File: config.mk
export PLATFORM = sky130hd
export DESIGN_NAME = regfile_dump_flat
export DESIGN_NICKNAME = d
export VERILOG_FILES = /design/src/rtl/regfile_dump_if.sv /design/src/rtl/regfile_dump.sv /design/src/flat_wrapper.sv
export SDC_FILE = /design/constraint.sdc
export NUM_CORES = 1
export LEC_CHECK = 0
export CORE_MARGIN = 5
export CORE_UTILIZATION = 55
export DETAILED_ROUTE_END_ITERATION = 6
export MAX_ROUTING_LAYER = met4
export PLACE_DENSITY = 0.82
export RECOVER_POWER = 25
export SYNTH_ARGS = -nofsm -noshare
export SYNTH_HDL_FRONTEND = slang
export SYNTH_SLANG_ARGS = --single-unit
export TNS_END_PERCENT = 1
File: constraint.sdc
create_clock -name i_clk -period 6.25 [get_ports i_clk]
set_input_delay 1.875 -clock i_clk [delete_from_list [all_inputs] [get_ports i_clk]]
set_output_delay 1.875 -clock i_clk [all_outputs]
set_load 0.03 [all_outputs]
File: src/rtl/regfile_dump_if.sv
// -----------------------------------------------------------------------------
// regfile_dump_if
// Bundles the two buses of the dump sequencer:
//   - debug read port of the register file (rd_addr out, rd_data in)
//   - valid/ready byte stream towards the serial transmitter / byte display
// Modports:
//   master : the dump sequencer (drives rd_addr, tx_data, tx_valid)
//   slave  : register file + byte consumer (drives rd_data, tx_ready)
// -----------------------------------------------------------------------------
interface regfile_dump_if;
  logic [4:0]  rd_addr;
  logic [31:0] rd_data;
  logic [7:0]  tx_data;
  logic        tx_valid;
  logic        tx_ready;

  modport master (
    output rd_addr,
    input  rd_data,
    output tx_data,
    output tx_valid,
    input  tx_ready
  );

  modport slave (
    input  rd_addr,
    output rd_data,
    input  tx_data,
    input  tx_valid,
    output tx_ready
  );
endinterface

File: src/rtl/regfile_dump.sv
// -----------------------------------------------------------------------------
// regfile_dump
// Debug readout sequencer. On i_start it walks registers FIRST_REG..LAST_REG
// through the register file's debug read port, snapshots each register in its
// LOAD cycle and streams it out as bytes: optional index tag, then data MSB
// first. The block never writes the register file.
// Ports:
//   i_clk   : clock, all state on posedge
//   i_rst   : synchronous active-high reset
//   i_start : one-cycle dump request, honoured only while idle
//   bus     : regfile_dump_if.master (rd_addr/rd_data, tx_data/tx_valid/tx_ready)
//   o_busy  : high whenever the sequencer is not idle
//   o_done  : one-cycle pulse after the last byte of a dump is accepted
// -----------------------------------------------------------------------------
module regfile_dump #(
  parameter int FIRST_REG = 0,
  parameter int LAST_REG  = 31,
  parameter int TAG_EN    = 1
) (
  input  logic           i_clk,
  input  logic           i_rst,
  input  logic           i_start,
  regfile_dump_if.master bus,
  output logic           o_busy,
  output logic           o_done
);

  typedef enum logic [1:0] {
    ST_IDLE = 2'd0,
    ST_LOAD = 2'd1,
    ST_SEND = 2'd2,
    ST_DONE = 2'd3
  } state_t;

  localparam logic [4:0] FIRST_IDX = 5'(FIRST_REG);
  localparam logic [4:0] LAST_IDX  = 5'(LAST_REG);
  // Index of the final byte of one register's record.
  localparam logic [2:0] LAST_CNT  = (TAG_EN != 0) ? 3'd4 : 3'd3;

  // Byte position 0 is the tag, 1..4 are data bytes MSB..LSB; without the
  // tag the counter is shifted up by one so that byte 0 lands on the MSB.
  function automatic logic [7:0] sel_byte(input logic [31:0] snap,
                                          input logic [2:0]  cnt,
                                          input logic [4:0]  idx);
    logic [2:0] pos;
    pos = (TAG_EN != 0) ? cnt : (cnt + 3'd1);
    case (pos)
      3'd0:    sel_byte = {3'b000, idx};
      3'd1:    sel_byte = snap[31:24];
      3'd2:    sel_byte = snap[23:16];
      3'd3:    sel_byte = snap[15:8];
      3'd4:    sel_byte = snap[7:0];
      default: sel_byte = 8'h00;
    endcase
  endfunction

  state_t      r_state;
  logic [4:0]  r_reg_idx;
  logic [2:0]  r_byte_cnt;
  logic [31:0] r_snap;
  logic [4:0]  r_rd_addr;
  logic [7:0]  r_tx_data;
  logic        r_tx_valid;
  logic        r_busy;
  logic        r_done;

  state_t      w_nxt_state;
  logic [4:0]  w_nxt_reg_idx;
  logic [2:0]  w_nxt_byte_cnt;
  logic [31:0] w_nxt_snap;
  logic [7:0]  w_nxt_tx_data;
  logic        w_hs;
  logic        w_last_byte;

  // r_tx_valid is high exactly in SEND, so it doubles as the state qualifier.
  assign w_hs        = r_tx_valid && bus.tx_ready;
  assign w_last_byte = (r_byte_cnt == LAST_CNT);

  // Next-state and next-datapath logic of the dump sequencer.
  always_comb begin
    w_nxt_state    = r_state;
    w_nxt_reg_idx  = r_reg_idx;
    w_nxt_byte_cnt = r_byte_cnt;
    w_nxt_snap     = r_snap;
    case (r_state)
      ST_IDLE: begin
        if (i_start) begin
          w_nxt_reg_idx = FIRST_IDX;
          w_nxt_state   = ST_LOAD;
        end else begin
          w_nxt_state   = ST_IDLE;
        end
      end
      ST_LOAD: begin
        // rd_addr already equals reg_idx here, so rd_data is this register.
        w_nxt_snap     = bus.rd_data;
        w_nxt_byte_cnt = 3'd0;
        w_nxt_state    = ST_SEND;
      end
      ST_SEND: begin
        if (w_hs) begin
          if (!w_last_byte) begin
            w_nxt_byte_cnt = r_byte_cnt + 3'd1;
          end else if (r_reg_idx == LAST_IDX) begin
            w_nxt_state    = ST_DONE;
          end else begin
            w_nxt_reg_idx  = r_reg_idx + 5'd1;
            w_nxt_state    = ST_LOAD;
          end
        end else begin
          w_nxt_state = ST_SEND;
        end
      end
      ST_DONE: begin
        w_nxt_state = ST_IDLE;
      end
      default: begin
        w_nxt_state = ST_IDLE;
      end
    endcase
  end

  // Output byte computed from next-cycle values so tx_data can be registered;
  // it only changes on a handshake, which keeps it stable while stalled.
  always_comb begin
    if (w_nxt_state == ST_SEND) begin
      w_nxt_tx_data = sel_byte(w_nxt_snap, w_nxt_byte_cnt, w_nxt_reg_idx);
    end else begin
      w_nxt_tx_data = 8'h00;
    end
  end

  // State, datapath and registered outputs.
  always_ff @(posedge i_clk) begin
    if (i_rst) begin
      r_state    <= ST_IDLE;
      r_reg_idx  <= 5'd0;
      r_byte_cnt <= 3'd0;
      r_snap     <= 32'h0000_0000;
      r_rd_addr  <= 5'd0;
      r_tx_data  <= 8'h00;
      r_tx_valid <= 1'b0;
      r_busy     <= 1'b0;
      r_done     <= 1'b0;
    end else begin
      r_state    <= w_nxt_state;
      r_reg_idx  <= w_nxt_reg_idx;
      r_byte_cnt <= w_nxt_byte_cnt;
      r_snap     <= w_nxt_snap;
      r_rd_addr  <= w_nxt_reg_idx;
      r_tx_data  <= w_nxt_tx_data;
      r_tx_valid <= (w_nxt_state == ST_SEND);
      r_busy     <= (w_nxt_state != ST_IDLE);
      r_done     <= (w_nxt_state == ST_DONE);
    end
  end

  assign bus.rd_addr  = r_rd_addr;
  assign bus.tx_data  = r_tx_data;
  assign bus.tx_valid = r_tx_valid;
  assign o_busy       = r_busy;
  assign o_done       = r_done;

endmodule

File: src/flat_wrapper.sv
// flat-port wrapper written by rule: the top's interface ports become plain ports
module regfile_dump_flat 
#(
  parameter int FIRST_REG = 0,
  parameter int LAST_REG  = 31,
  parameter int TAG_EN    = 1
)
  (i_clk, i_rst, i_start, o_busy, o_done, bus_rd_addr, bus_rd_data, bus_tx_data, bus_tx_valid, bus_tx_ready);
  regfile_dump_if bus_i ();
  input  logic i_clk;
  input  logic i_rst;
  input  logic i_start;
  output logic o_busy;
  output logic o_done;
  output wire logic [$bits(bus_i.rd_addr)-1:0] bus_rd_addr;
  input wire logic [$bits(bus_i.rd_data)-1:0] bus_rd_data;
  output wire logic [$bits(bus_i.tx_data)-1:0] bus_tx_data;
  output wire logic [$bits(bus_i.tx_valid)-1:0] bus_tx_valid;
  input wire logic [$bits(bus_i.tx_ready)-1:0] bus_tx_ready;
  assign bus_rd_addr = bus_i.rd_addr;
  assign bus_i.rd_data = bus_rd_data;
  assign bus_tx_data = bus_i.tx_data;
  assign bus_tx_valid = bus_i.tx_valid;
  assign bus_i.tx_ready = bus_tx_ready;
  regfile_dump #(.FIRST_REG(FIRST_REG), .LAST_REG(LAST_REG), .TAG_EN(TAG_EN)) u_core (.i_clk(i_clk), .i_rst(i_rst), .i_start(i_start), .bus(bus_i), .o_busy(o_busy), .o_done(o_done));
endmodule
After elaboration in Yosys (flattened, before gate mapping)
Index checks and enable logic that the tools add are counted.
{"block": "classes", "bitwise_logic": 1, "eq_ne": 11, "n_mux": 15, "addsub": 2, "n_reduce_logical": 5}
{"operator": "case mux 8 bit (5 select lines)", "n": 1}
{"operator": "2-to-1 mux 32 bit", "n": 1}
{"operator": "2-to-1 mux 5 bit", "n": 4}
{"operator": "case mux 5 bit (2 select lines)", "n": 1}
{"operator": "equality test 2 bit (second input constant)", "n": 4}
{"operator": "case mux 2 bit (4 select lines)", "n": 1}
{"operator": "equality test 3 x 2 -> 1 bit (second input constant)", "n": 2}
{"operator": "equality test 3 bit (second input constant)", "n": 2}
{"operator": "2-to-1 mux 2 bit", "n": 3}
{"operator": "2-to-1 mux 3 bit", "n": 2}
{"operator": "case mux 3 bit (2 select lines)", "n": 1}
{"operator": "adder 5 x 1 -> 5 bit (second input constant)", "n": 1}
{"operator": "equality test 5 bit (second input constant)", "n": 1}
{"operator": "adder 3 x 1 -> 3 bit (second input constant)", "n": 1}
{"operator": "equality test 3 x 1 -> 1 bit (second input constant)", "n": 1}
{"operator": "zero test 3 bit", "n": 1}
{"operator": "equality test 2 x 1 -> 1 bit (second input constant)", "n": 1}
{"operator": "zero test 2 bit", "n": 1}
{"operator": "nonzero test 2 bit", "n": 1}
{"operator": "OR reduction 2 bit", "n": 1}
{"operator": "logical AND 1 bit", "n": 1}
{"operator": "2-to-1 mux 1 bit", "n": 1}
{"operator": "inverter 1 bit", "n": 1}
{"block": "totals", "register_bits": 53, "out_inout_bits": 16, "wordCells": 42}

Logic depth before layout (Yosys ltp)
{"block": "logic_depth", "ltp_word": 8, "depth_mapped": 10}

Worst setup path before layout
Ideal clock, no wire load.
{"block": "synth_path", "path_kind": "input -> register", "startpoint": "input bus_tx_ready", "endpoint": "register u_core.r_tx_data[2] (netlist: u_core.bus.tx_data[2])", "setup_slack_ns": 3.043, "path_buffers": 2, "path_stages": 8, "setup_time_ns": 0.074, "arrival_ns": 3.132, "t_required_ns": 6.176, "path_cell_list": "and3_1 > buf_6 > a21boi_2 > xnor2_2 > a21oi_1 > or3_1 > buf_6 > a31oi_2"}
{"block": "synth_between", "elab_chain_len": 6, "word_cells_on_any_way": 16}
{"item": "from (decl)", "line_no": "flat_wrapper.sv:19", "text": "input wire logic [$bits(bus_i.tx_ready)-1:0] bus_tx_ready;"}
{"item": "logical AND 1 bit *", "line_no": "regfile_dump.sv:76", "text": "assign w_hs = r_tx_valid && bus.tx_ready;"}
{"item": "branches (longest 5 deep; another with case mux 8 bit (5 select lines))"}
{"item": "to (signal assigned)", "line_no": "regfile_dump.sv:151", "text": "r_tx_data <= w_nxt_tx_data;"}
{"item": "to (decl)", "line_no": "regfile_dump.sv:62", "text": "logic [7:0] r_tx_data;"}
Mark *: on every way between the ends.
A chain may end at the register's enable or synchronous reset.

Worst setup path in the final report
{"block": "layout_path", "startpoint": "input i_rst", "endpoint": "register u_core.r_tx_data[7] (netlist: u_core.bus.tx_data[7])"}
{"block": "layout_between", "elab_chain_len": 1}
{"item": "from (decl)", "line_no": "flat_wrapper.sv:11", "text": "input logic i_rst;"}
{"item": "OR reduction 2 bit (no source line)"}
No other way between the ends.

==> summary.md <==
| Metric | Value |
|---|---|
| Ant. Diodes | 0 |
| Antenna violations before repair | 0 |
| Crit path arrival time | 4.52 ns |
| DP Area | between 3000 and 4000 sq um |
| CTS resizes | 0 |
| Seq cells post-synth | 53 |
| Crit Path Max Fanout | 42 |
| Pwr/cell area | 197 nW/um^2 |
| Layout cell share with drive strength beyond 1 | between 10% and 20% |
| Slowest CP cell | clkbuf_1 |
| Final design utilization | just under 70% |
| Failing checks | capacitance limit, slew limit |
| Max VDD drop | 0.163 mV |
| Least-Margin Pin Slew | 1.81 ns |
| Slew Limit Fails | 43 |
| Initial Util | a little under three fifths |
| Mapped Area | about 2600 sq um |
| Commonest cells after routing, fill and taps aside | dfxtp_1, clkdlybuf4s50_1, nor2_1 |
| Fill cells | 368 |
| Cell family with the largest share of critical-path delay | buffers and inverters |
| Fmax | 231 MHz |
| HPWL after DPL | 4.09 mm |
| Die height | 78.8 microns |
| Synthesized instance count | about 260 |
| Die ar. | 6210 sq um |
| Pleak | 1.17 nW |
| WS Path Type | input port to flip-flop |
| CP Buf/Inv Count | 2 |
| Drt pass-1 iters | 6 |
| Clock Tree Buf Depth | 2 |
| Startpoint types | input port |
| Vias/cell | about 5.7 |
| Period utilisation layout | 69.3% |
| Number of global-route vias before repair | 1,963 |
| Max_cap viols | 1 |
| Synth Area in Simple Gates | 19.1% |
| Width of the die | ~79 microns |
| Setup violators final | 0 |
| Total number of yosys warnings | 0 |
| H-tree levels | 2 |
| I/O pin count | 52 |
| CP peak stage delay | 1.30 ns |
| Fin. Hold Viols | 0 |
| FFs w/ async S/R, synth | 0% |
| Main combinational cell family by area after synthesis | multiplexers |
| Root Buffer | clkbuf_8 |
| Crit path capture type | flip-flop |
| Routed length per instance | 15.3 microns |
| Largest net degree at the start of global routing | 43 |
| Design Area, Final | approximately 3200 sq um |
| Sequential share of the synthesized area | 40.8% |
| RSZ-0062 raised after global routing | no |
| Adder-cell area share of the yosys netlist | 2.88% |
| Hold_buf cts | 0 |
| Buffers on Ports | 51 |
| Mux share of post-synthesis cell area | a little over a fifth |
| Post-synth EDFFs | 0 |
| Tot Pwr | 0.633 mW |
| CTS Buf Count | 5 |
| Clock period minus worst slack | about 4.3 ns |
| Layout area overhead | 23.2% |
| CTS sink count | 53 |
| CP Data Required Time | 6.44 ns |
| Synthesized area per cell | 10.0 sq um |
| Grt ovf | 0 |
| DR vias | 2,040 |
| Commonest non-fill, non-tap cell in the layout | dfxtp_1 |
| # DRC | 0 |
| Synth cell types | 51 |
| Detailed Route WL | 5.51 mm |
| CTS tree | built |
| Slew HR | -20.7% |
| Hold WC Path Type | flip-flop to flip-flop |
| Core footprint | 4660 sq um |
| Post-DRT Antenna Nets | 0 |
| Gpl congestion | just over 0.8 |
| Worst Hold Margin | 0.493 ns |
| Synth Area in XOR/XNOR | 1.30% |
| Syn Nets | 301 |
| Worst path cell trace | dlygate4sd3_1 -> clkbuf_1 -> or2_4 -> or3_1 -> nor2_1 |
| Worst-path clk slew | 0.10 ns |
| First-pass GRT wire length | 9.28 mm |
| Status | complete, but fails checks |
| Std-Cell Rows | 25 |
| Primary FF master, synth | dfxtp_1 |
| Sum of negative setup slack | 0 ns |
| Clock Latency Late Sink | 0.30 ns |
| Fin Clk Skew | 0.00972 ns |
| Drt initial violations | 94 |
| Setup Fix Bufs, Post-CTS | 0 |
| Final net count | 347 |
| Compound-gate portion of the synthesized area | 11.4% |
| Tot GR Track Use | a little under a fifth |
## Yosys cell counts (2+ instances only)
cell type  count  area [sq um]
a21oi_2        2          17.5
nor3_1         2          10.0
a21oi_1        3          15.0
nand2b_1       9          56.3
mux2i_1       33           330
nand2_1       16          60.1
and2_1         2          12.5
a31oi_1        2          12.5
o211ai_1       2          15.0
nor2b_1        7          43.8
xnor2_1        2          17.5
a31oi_2        5          62.6
clkbuf_1       6          22.5
a221o_1        2          20.0
mux2_2         3          33.8
mux4_2         8           180
buf_6          2          22.5
nand4_1        2          12.5
ha_1           6          75.1
nor2_1        49           184
buf_2          5          25.0
dfxtp_1       53          1060
inv_1          5          18.8
o21ai_0        6          30.0
## where the power goes
part / leakage (nW) / switching, mW / internal [mW] / total (mW)
Clock: 0.0456 / 0.112 / 0.0801 / 0.192
Combinational: 0.693 / 0.0389 / 0.0486 / 0.0876
Sequential: 0.431 / 0.00469 / 0.349 / 0.354
## worst register-to-register path, delay by kind of cell (launching register included)
kind	cells	cell delay, ns
buffers and inverters	1	0.17
AO/OA/AOI/OAI	2	0.57
flip-flops	1	0.49
multiplexers	1	0.40
AND/OR/NAND/NOR	3	0.80
adder cells (fa/ha/maj)	1	0.33
## through the flow
step	setup slack (ns)	cells
after CTS	2.25	360
final	1.92	360
after global routing	1.68	360
after detailed placement	1.93	352
after global placement	2.06	352
after floorplan	3.04	259
## logic make-up after synthesis
kind of cell	Yosys count
AOI/OAI and AO/OA	34
and+or+nand+nor	100
adders and majority gates	6
xor gates and xnor gates	3
buffers and inverters	19
DFF	53
muxes	44
## layout make-up
cell class	instances	area [sq um]	share of cell area, %
inverter	5	18.8	0.585
tap	54	67.6	2.11
clock inverter	2	13.8	0.429
sequential	53	1060	33.1
clock buffer	6	72.6	2.26
timing repair buffer	53	522	16.3
multi-input combinational	187	1450	45.3
## path summary, 6_finish.rpt
check	startpoint	end	slack, ns	cells past startpoint
hold / removal	u_core.r_snap[2]	u_core.r_snap[2]	0.49	2
setup reg to reg	u_core.r_byte_cnt[0]	u_core.bus.tx_data[7]	3.38	8
hold reg to reg	u_core.r_snap[2]	u_core.r_snap[2]	0.49	2
setup / recovery	i_rst	u_core.bus.tx_data[7]	1.92	5
## state kept, by name (all words and copies together) (netlist names)
signal,cells
u_core.bus.tx_data,8
u_core.bus.tx_valid,1
u_core.o_busy,1
u_core.o_done,1
u_core.r_byte_cnt,3
u_core.r_reg_idx,5
u_core.r_snap,32
u_core.r_state,2
## layer usage
metal  GRT usage (%)  part of all wire [%]
met4            7.87                   1.2
met3            2.72                   4.5
met5               -                     0
met2            29.3                    49
met1            25.6                    45
(Power assumes the default switching activity.)
